`src/rtl/sys_rst_seq.sv`:
```
// Reset sequencer: releases peripheral reset, then core reset, after PLL lock is stable.
// Optional watchdog reset path is built when SYS_RST_WDT_EN is defined.
module sys_rst_seq #(
  parameter int SYNC_STAGES     = 2,
  parameter int ASSERT_CYC      = 32,
  parameter int LOCK_STABLE_CYC = 1024,
  parameter int CORE_DLY        = 16,
  parameter int WDT_CYC         = 2**24
) (
  input  logic       clk_sys,
  input  logic       rst_sys_n,
  input  logic       pll_locked,
  input  logic       sw_rst_req,
  input  logic       wdt_kick,
  output logic       rst_periph_n,
  output logic       rst_core_n,
  output logic       sys_ready,
  output logic [1:0] rst_cause
);

  localparam int MAX_AL  = (ASSERT_CYC > LOCK_STABLE_CYC) ? ASSERT_CYC : LOCK_STABLE_CYC;
  localparam int CNT_MAX = (MAX_AL > CORE_DLY) ? MAX_AL : CORE_DLY;
  localparam int CNT_W   = $clog2(CNT_MAX + 1);

  localparam logic [2:0] ST_ASSERT     = 3'd0;
  localparam logic [2:0] ST_WAIT_LOCK  = 3'd1;
  localparam logic [2:0] ST_STABLE     = 3'd2;
  localparam logic [2:0] ST_REL_PERIPH = 3'd3;
  localparam logic [2:0] ST_RUN        = 3'd4;

  localparam logic [1:0] CAUSE_PIN  = 2'b00;
  localparam logic [1:0] CAUSE_LOCK = 2'b01;
  localparam logic [1:0] CAUSE_SW   = 2'b10;
  localparam logic [1:0] CAUSE_WDT  = 2'b11;

  logic [SYNC_STAGES-1:0] sync_q;
  logic                   lock_s;
  logic [2:0]             state_q, state_d;
  logic [CNT_W-1:0]       cnt_q, cnt_d;
  logic [1:0]             cause_d;
  logic                   wdt_expire;

  assign lock_s = sync_q[SYNC_STAGES-1];

`ifdef SYS_RST_WDT_EN
  localparam int WDT_W = $clog2(WDT_CYC);
  logic [WDT_W-1:0] wdt_q;

  // A kick on the expiry cycle keeps the system running.
  assign wdt_expire = (state_q == ST_RUN) && !wdt_kick && (wdt_q == WDT_W'(WDT_CYC - 1));

  always_ff @(posedge clk_sys or negedge rst_sys_n) begin
    if (!rst_sys_n) begin
      wdt_q <= '0;
    end else if (state_q != ST_RUN || wdt_kick) begin
      wdt_q <= '0;
    end else begin
      wdt_q <= wdt_q + WDT_W'(1);
    end
  end
`else
  localparam int WDT_CYC_UNUSED = WDT_CYC;
  logic wdt_kick_unused;
  assign wdt_kick_unused = wdt_kick;
  assign wdt_expire      = 1'b0;
`endif

  always_comb begin
    // NOTE: every variable gets a default first so no path leaves it unassigned (no latch).
    state_d = state_q;
    cnt_d   = cnt_q;
    cause_d = rst_cause;

    case (state_q)
      ST_ASSERT: begin
        cnt_d = cnt_q + CNT_W'(1);
        if (cnt_q == CNT_W'(ASSERT_CYC - 1)) state_d = ST_WAIT_LOCK;
      end
      ST_WAIT_LOCK: begin
        if (lock_s) state_d = ST_STABLE;
      end
      ST_STABLE: begin
        cnt_d = cnt_q + CNT_W'(1);
        if (cnt_q == CNT_W'(LOCK_STABLE_CYC - 1)) state_d = ST_REL_PERIPH;
      end
      ST_REL_PERIPH: begin
        cnt_d = cnt_q + CNT_W'(1);
        if (cnt_q == CNT_W'(CORE_DLY - 1)) state_d = ST_RUN;
      end
      ST_RUN: ;
      default: state_d = ST_ASSERT;
    endcase

    // Reset causes, highest priority first; software requests only count in RUN.
    if (!lock_s && (state_q == ST_STABLE || state_q == ST_REL_PERIPH || state_q == ST_RUN)) begin
      state_d = ST_ASSERT;
      cause_d = CAUSE_LOCK;
    end else if (wdt_expire) begin
      state_d = ST_ASSERT;
      cause_d = CAUSE_WDT;
    end else if (sw_rst_req && state_q == ST_RUN) begin
      state_d = ST_ASSERT;
      cause_d = CAUSE_SW;
    end

    if (state_d != state_q) cnt_d = '0;
  end

  // Outputs decode state_d so they change on the same edge as the state, glitch-free.
  always_ff @(posedge clk_sys or negedge rst_sys_n) begin
    if (!rst_sys_n) begin
      sync_q       <= '0;
      state_q      <= ST_ASSERT;
      cnt_q        <= '0;
      rst_cause    <= CAUSE_PIN;
      rst_periph_n <= 1'b0;
      rst_core_n   <= 1'b0;
      sys_ready    <= 1'b0;
    end else begin
      // NOTE: sequential state uses non-blocking assignments so all flops update together.
      sync_q       <= {sync_q[SYNC_STAGES-2:0], pll_locked};
      state_q      <= state_d;
      cnt_q        <= cnt_d;
      rst_cause    <= cause_d;
      rst_periph_n <= (state_d == ST_REL_PERIPH) || (state_d == ST_RUN);
      rst_core_n   <= (state_d == ST_RUN);
      sys_ready    <= (state_d == ST_RUN);
    end
  end

endmodule

```
`config.mk`:
```
export PLATFORM = sky130hd
export DESIGN_NAME = sys_rst_seq
export DESIGN_NICKNAME = d
export VERILOG_FILES = /design/src/rtl/sys_rst_seq.sv
export SDC_FILE = /design/constraint.sdc
export NUM_CORES = 1
export LEC_CHECK = 0
export ABC_AREA = 1
export CORE_AREA = 2 2 53 55
export CTS_CLUSTER_SIZE = 24
export DETAILED_ROUTE_END_ITERATION = 12
export DIE_AREA = 0 0 55 57
export PLACE_DENSITY = 0.69
export SYNTH_ARGS = -nofsm -noshare
export SYNTH_HDL_FRONTEND = slang
export SYNTH_SLANG_ARGS = --single-unit
export TNS_END_PERCENT = 1
```
`constraint.sdc`:
```
create_clock -name clk_sys -period 3.7 [get_ports clk_sys]
set_clock_uncertainty 0.15 [all_clocks]
set_input_delay 0.74 -clock clk_sys [delete_from_list [all_inputs] [get_ports clk_sys]]
set_output_delay 0.74 -clock clk_sys [all_outputs]
set_load 0.05 [all_outputs]
```
==> implementation parameters <==
Parameter                              Value

Setup path
  Largest delay contributor family on the critical path    buffers and inverters
  Critical-path cell list    clkdlybuf4s50_1
  Signal arrival time at the worst endpoint    1.49 ns
  Element type at the critical path start    flip-flop
  Slowest Stage Delay on Critical Path    0.81 ns
  CP max stage cell    sky130_fd_sc_hd__clkdlybuf4s50_1
  Type of the worst setup path    flip-flop to output pin
  Largest fanout on the critical path    2
  Req. time, crit path    2.81 ns
  Critical Path Sink Type    output pin
  Worst Path Buf+Inv    1

Cells and area
  Synthesis-to-layout area growth    13.6%
  Antenna diode count    0
  Final net count    158
  Total area of sequential cells    500 um^2
  Filler Cell Count    263
  Final instance count without filler cells    182
  Share of post-route cells with drive strength above 1    21.2%
  Area occupied by multi-input gates    510 um^2

Timing
  Worst-Margin Slew    0.872 ns
  Count of endpoints failing hold in the final timing report    0
  Final setup viols    0
  Slew Limit Headroom    41.7%
  Fmax    0.420 GHz
  Sum of negative setup slack    0 ns
  Pins Over Slew Limit    0
  Final period utilization    64.3%
  Minimum clock period    2.38 ns
  RSZ-0062 raised after global routing    no

Floorplan
  Die outline area    3140 um^2
  Starting Density    42.8%
  Core Box Area    2620 um^2
  IO Count    10
  Floorplan die width    55 um
  Die Height    57 um
  Standard-cell rows    19

Power
  Portion of total power attributed to the clock network    27.1%
  Power spent charging and discharging nets    0.000221 W
  Worst IR Drop VDD    0.264 mV
  Relative contribution of sequential cells to total power    42.4%
  Power density relative to cell area    515 nW/um^2
  Static power due to leakage    0.650 nW
  Share of total power consumed by net switching    33.8%
  Cell-internal power    0.000434 W
  Logic gate share of total power    30.5%

Run
  Max-cap violations    0

Drt
  Met3 wire len    56 um
  Vias per cell    4.51
  Wire length on met1    837 um
  Residual antenna-violating net count after detailed routing    0
  Top Metal Used    met4
  Routed met2 length    965 um
  Vias after detailed routing    821
  WL per Instance    10.4 um
  Drt first-iter violations    14
  Detailed Routing Iterations Pass 1    4
  Sum of routed wire length over all layers    1.89 mm
  DRC violations left    0

Synthesis
  Number of nets produced by synthesis    147
  Number of distinct library cell variants in the gate-level netlist after synthesis    20
  Post-synthesis sequential element count    20
  Area of the mapped netlist    1120 um^2
  Fraction of the yosys area taken by sequential cells    44.7%
  Synthesized area per cell    7.94 um^2
  Cell count after synthesis    141
  Count of synthesis-stage warnings from yosys    0

Placement
  HPWL after detailed placement    1.47 mm
  Final Wtd Congestion    0.858
  I/O Buffers    8
  Number of cells after detailed placement    178

Global routing
  Vias in the first global route    804
  Largest net degree at the start of global routing    21
  Wire length of the first global-routing pass    3.27 mm
  Global route overflow    0
  Overall fraction of global-route tracks in use    14.3%
  Initial antenna violation count    0

Outcome
  Run status    finished clean

CTS
  Post-CTS Hold Buffers    0
  CTS H-tree depth    1
  Clock tree from TritonCTS    yes
  Number of buffers created by CTS    3
  Clock-pin slew reported for the worst setup and hold paths after clock tree synthesis    0.12 ns
  Number of buffers added for setup after CTS    0
  Skew-Pair Late Insertion Delay    0.30 ns
  Maximum clock path buffer count    2
  Num Clock Sinks    20
  CTS Root Cell    sky130_fd_sc_hd__clkbuf_4
  Quantity of gates resized following cts    0

Hold path
  Worst min path class    flip-flop to flip-flop
## synth_stat cells
cell / number / share of area, %
sky130_fd_sc_hd__a21oi_1: 1 / 0.45
sky130_fd_sc_hd__a21oi_2: 1 / 0.78
sky130_fd_sc_hd__buf_4: 1 / 0.67
sky130_fd_sc_hd__buf_6: 1 / 1.0
sky130_fd_sc_hd__dfrtp_1: 20 / 45
sky130_fd_sc_hd__ha_1: 1 / 1.1
sky130_fd_sc_hd__inv_1: 20 / 6.7
sky130_fd_sc_hd__inv_2: 4 / 1.3
sky130_fd_sc_hd__nand2_1: 27 / 9.1
sky130_fd_sc_hd__nand2_2: 7 / 3.9
sky130_fd_sc_hd__nand2_4: 1 / 1.0
sky130_fd_sc_hd__nand3_1: 11 / 4.9
sky130_fd_sc_hd__nor2_1: 18 / 6.0
sky130_fd_sc_hd__nor2_2: 13 / 7.3
sky130_fd_sc_hd__nor2_4: 1 / 1.0
sky130_fd_sc_hd__nor3_2: 1 / 0.89
sky130_fd_sc_hd__o21ai_0: 2 / 0.89
sky130_fd_sc_hd__o21ai_1: 1 / 0.45
sky130_fd_sc_hd__xnor2_1: 3 / 2.3
sky130_fd_sc_hd__xor2_1: 7 / 5.5
## worst reg2reg max path: cells and delay by family (launching register included)
family / cells / cell delay (ns)
flip-flops: 1 / 0.40
adder cells (fa/ha/maj): 1 / 0.19
AND/OR/NAND/NOR: 10 / 1.20
## worst paths after layout
| kind | start | end | slack [ns] | depth (start not counted) |
|---|---|---|---|---|
| hold / removal | sync_q[0] | sync_q[1] | 0.22 | 0 |
| hold reg to reg | sync_q[0] | sync_q[1] | 0.22 | 0 |
| max in group asynchronous | rst_sys_n | state_q[2] | 2.09 | 1 |
| setup reg to reg | cnt_q[0] | cnt_q[8] | 1.69 | 11 |
| setup / recovery | rst_cause[0] | rst_cause[0] | 1.32 | 1 |
| min in group asynchronous | rst_sys_n | cnt_q[2] | 0.76 | 1 |
## stage by stage
stage / total power [W] / util, % / setup WS, ns / instance area [um^2] / hold slack (ns)
6_report: 0.000655 / 48.7 / 1.32 / 1270 / 0.216
3_5_place_dp: 0.000485 / 46.7 / 1.41 / 1220 / 0.194
2_1_floorplan: 0.000453 / - / 1.92 / 1120 / 0.181
3_3_place_gp: 0.000472 / 46.7 / 1.44 / 1220 / 0.189
5_1_grt: 0.000702 / 48.7 / 1.26 / 1270 / 0.231
4_1_cts: 0.000662 / 48.7 / 1.31 / 1270 / 0.221
## layout make-up
cell class                      instances  area share [%]
Clock inverter                          1            2.36
Inverter                               24            7.08
Clock buffer                            3            1.77
Tap cell                               31            3.05
Multi-Input combinational cell         95            40.1
Sequential cell                        20            39.3
Timing Repair Buffer                    8            6.29
## kinds of logic (layout without fill, tap and decap cells)
family / Yosys count / after routing / share of synthesized area (%)
flip-flops: 20 / 20 / 44.7
buffers and inverters: 26 / 36 / 9.72
AO/OA/AOI/OAI: 5 / 5 / 2.57
XOR/XNOR: 10 / 10 / 7.82
AND/OR/NAND/NOR: 79 / 79 / 34.1
adder cells (fa/ha/maj): 1 / 1 / 1.12
## power groups by stage
stage | registers (W) | logic, W | clock network [W]
4_1_cts | 0.000278 | 0.000204 | 0.000180
3_3_place_gp | 0.000281 | 0.000192 | 0
2_1_floorplan | 0.000277 | 0.000177 | 0
5_1_grt | 0.000282 | 0.000231 | 0.000189
6_report | 0.000278 | 0.000200 | 0.000177
3_5_place_dp | 0.000281 | 0.000203 | 0
## cell usage in the layout, fill, tap and decap left out
cell                              instances
sky130_fd_sc_hd__bufinv_16                1
sky130_fd_sc_hd__xnor2_1                  3
sky130_fd_sc_hd__clkbuf_4                 3
sky130_fd_sc_hd__o21ai_1                  1
sky130_fd_sc_hd__nor2_1                  18
sky130_fd_sc_hd__dfrtp_1                 20
sky130_fd_sc_hd__a21oi_2                  1
sky130_fd_sc_hd__nand2_1                 27
sky130_fd_sc_hd__nand3_1                 11
sky130_fd_sc_hd__inv_2                    4
sky130_fd_sc_hd__nor2_4                   1
sky130_fd_sc_hd__nor3_2                   1
sky130_fd_sc_hd__ha_1                     1
sky130_fd_sc_hd__nor2_2                  13
sky130_fd_sc_hd__o21ai_0                  2
sky130_fd_sc_hd__nand2_4                  1
sky130_fd_sc_hd__clkdlybuf4s50_1          8
sky130_fd_sc_hd__nand2_2                  7
sky130_fd_sc_hd__xor2_1                   7
sky130_fd_sc_hd__inv_1                   20
sky130_fd_sc_hd__a21oi_1                  1
## state kept, by name, summed over array words and instances (netlist names)
signal        count
rst_periph_n      1
cnt_q            11
sync_q            2
state_q           3
rst_cause         2
sys_ready         1
## metal layers
metal | track usage [%] | up-vias
met2 | 23.8 | 12
met4 | 6.62 | 0
met3 | 2.62 | 4
li1 | - | 437
met1 | 17.6 | 368
met5 | 0 | -
Note: power is estimated with default switching activity, not from simulation.
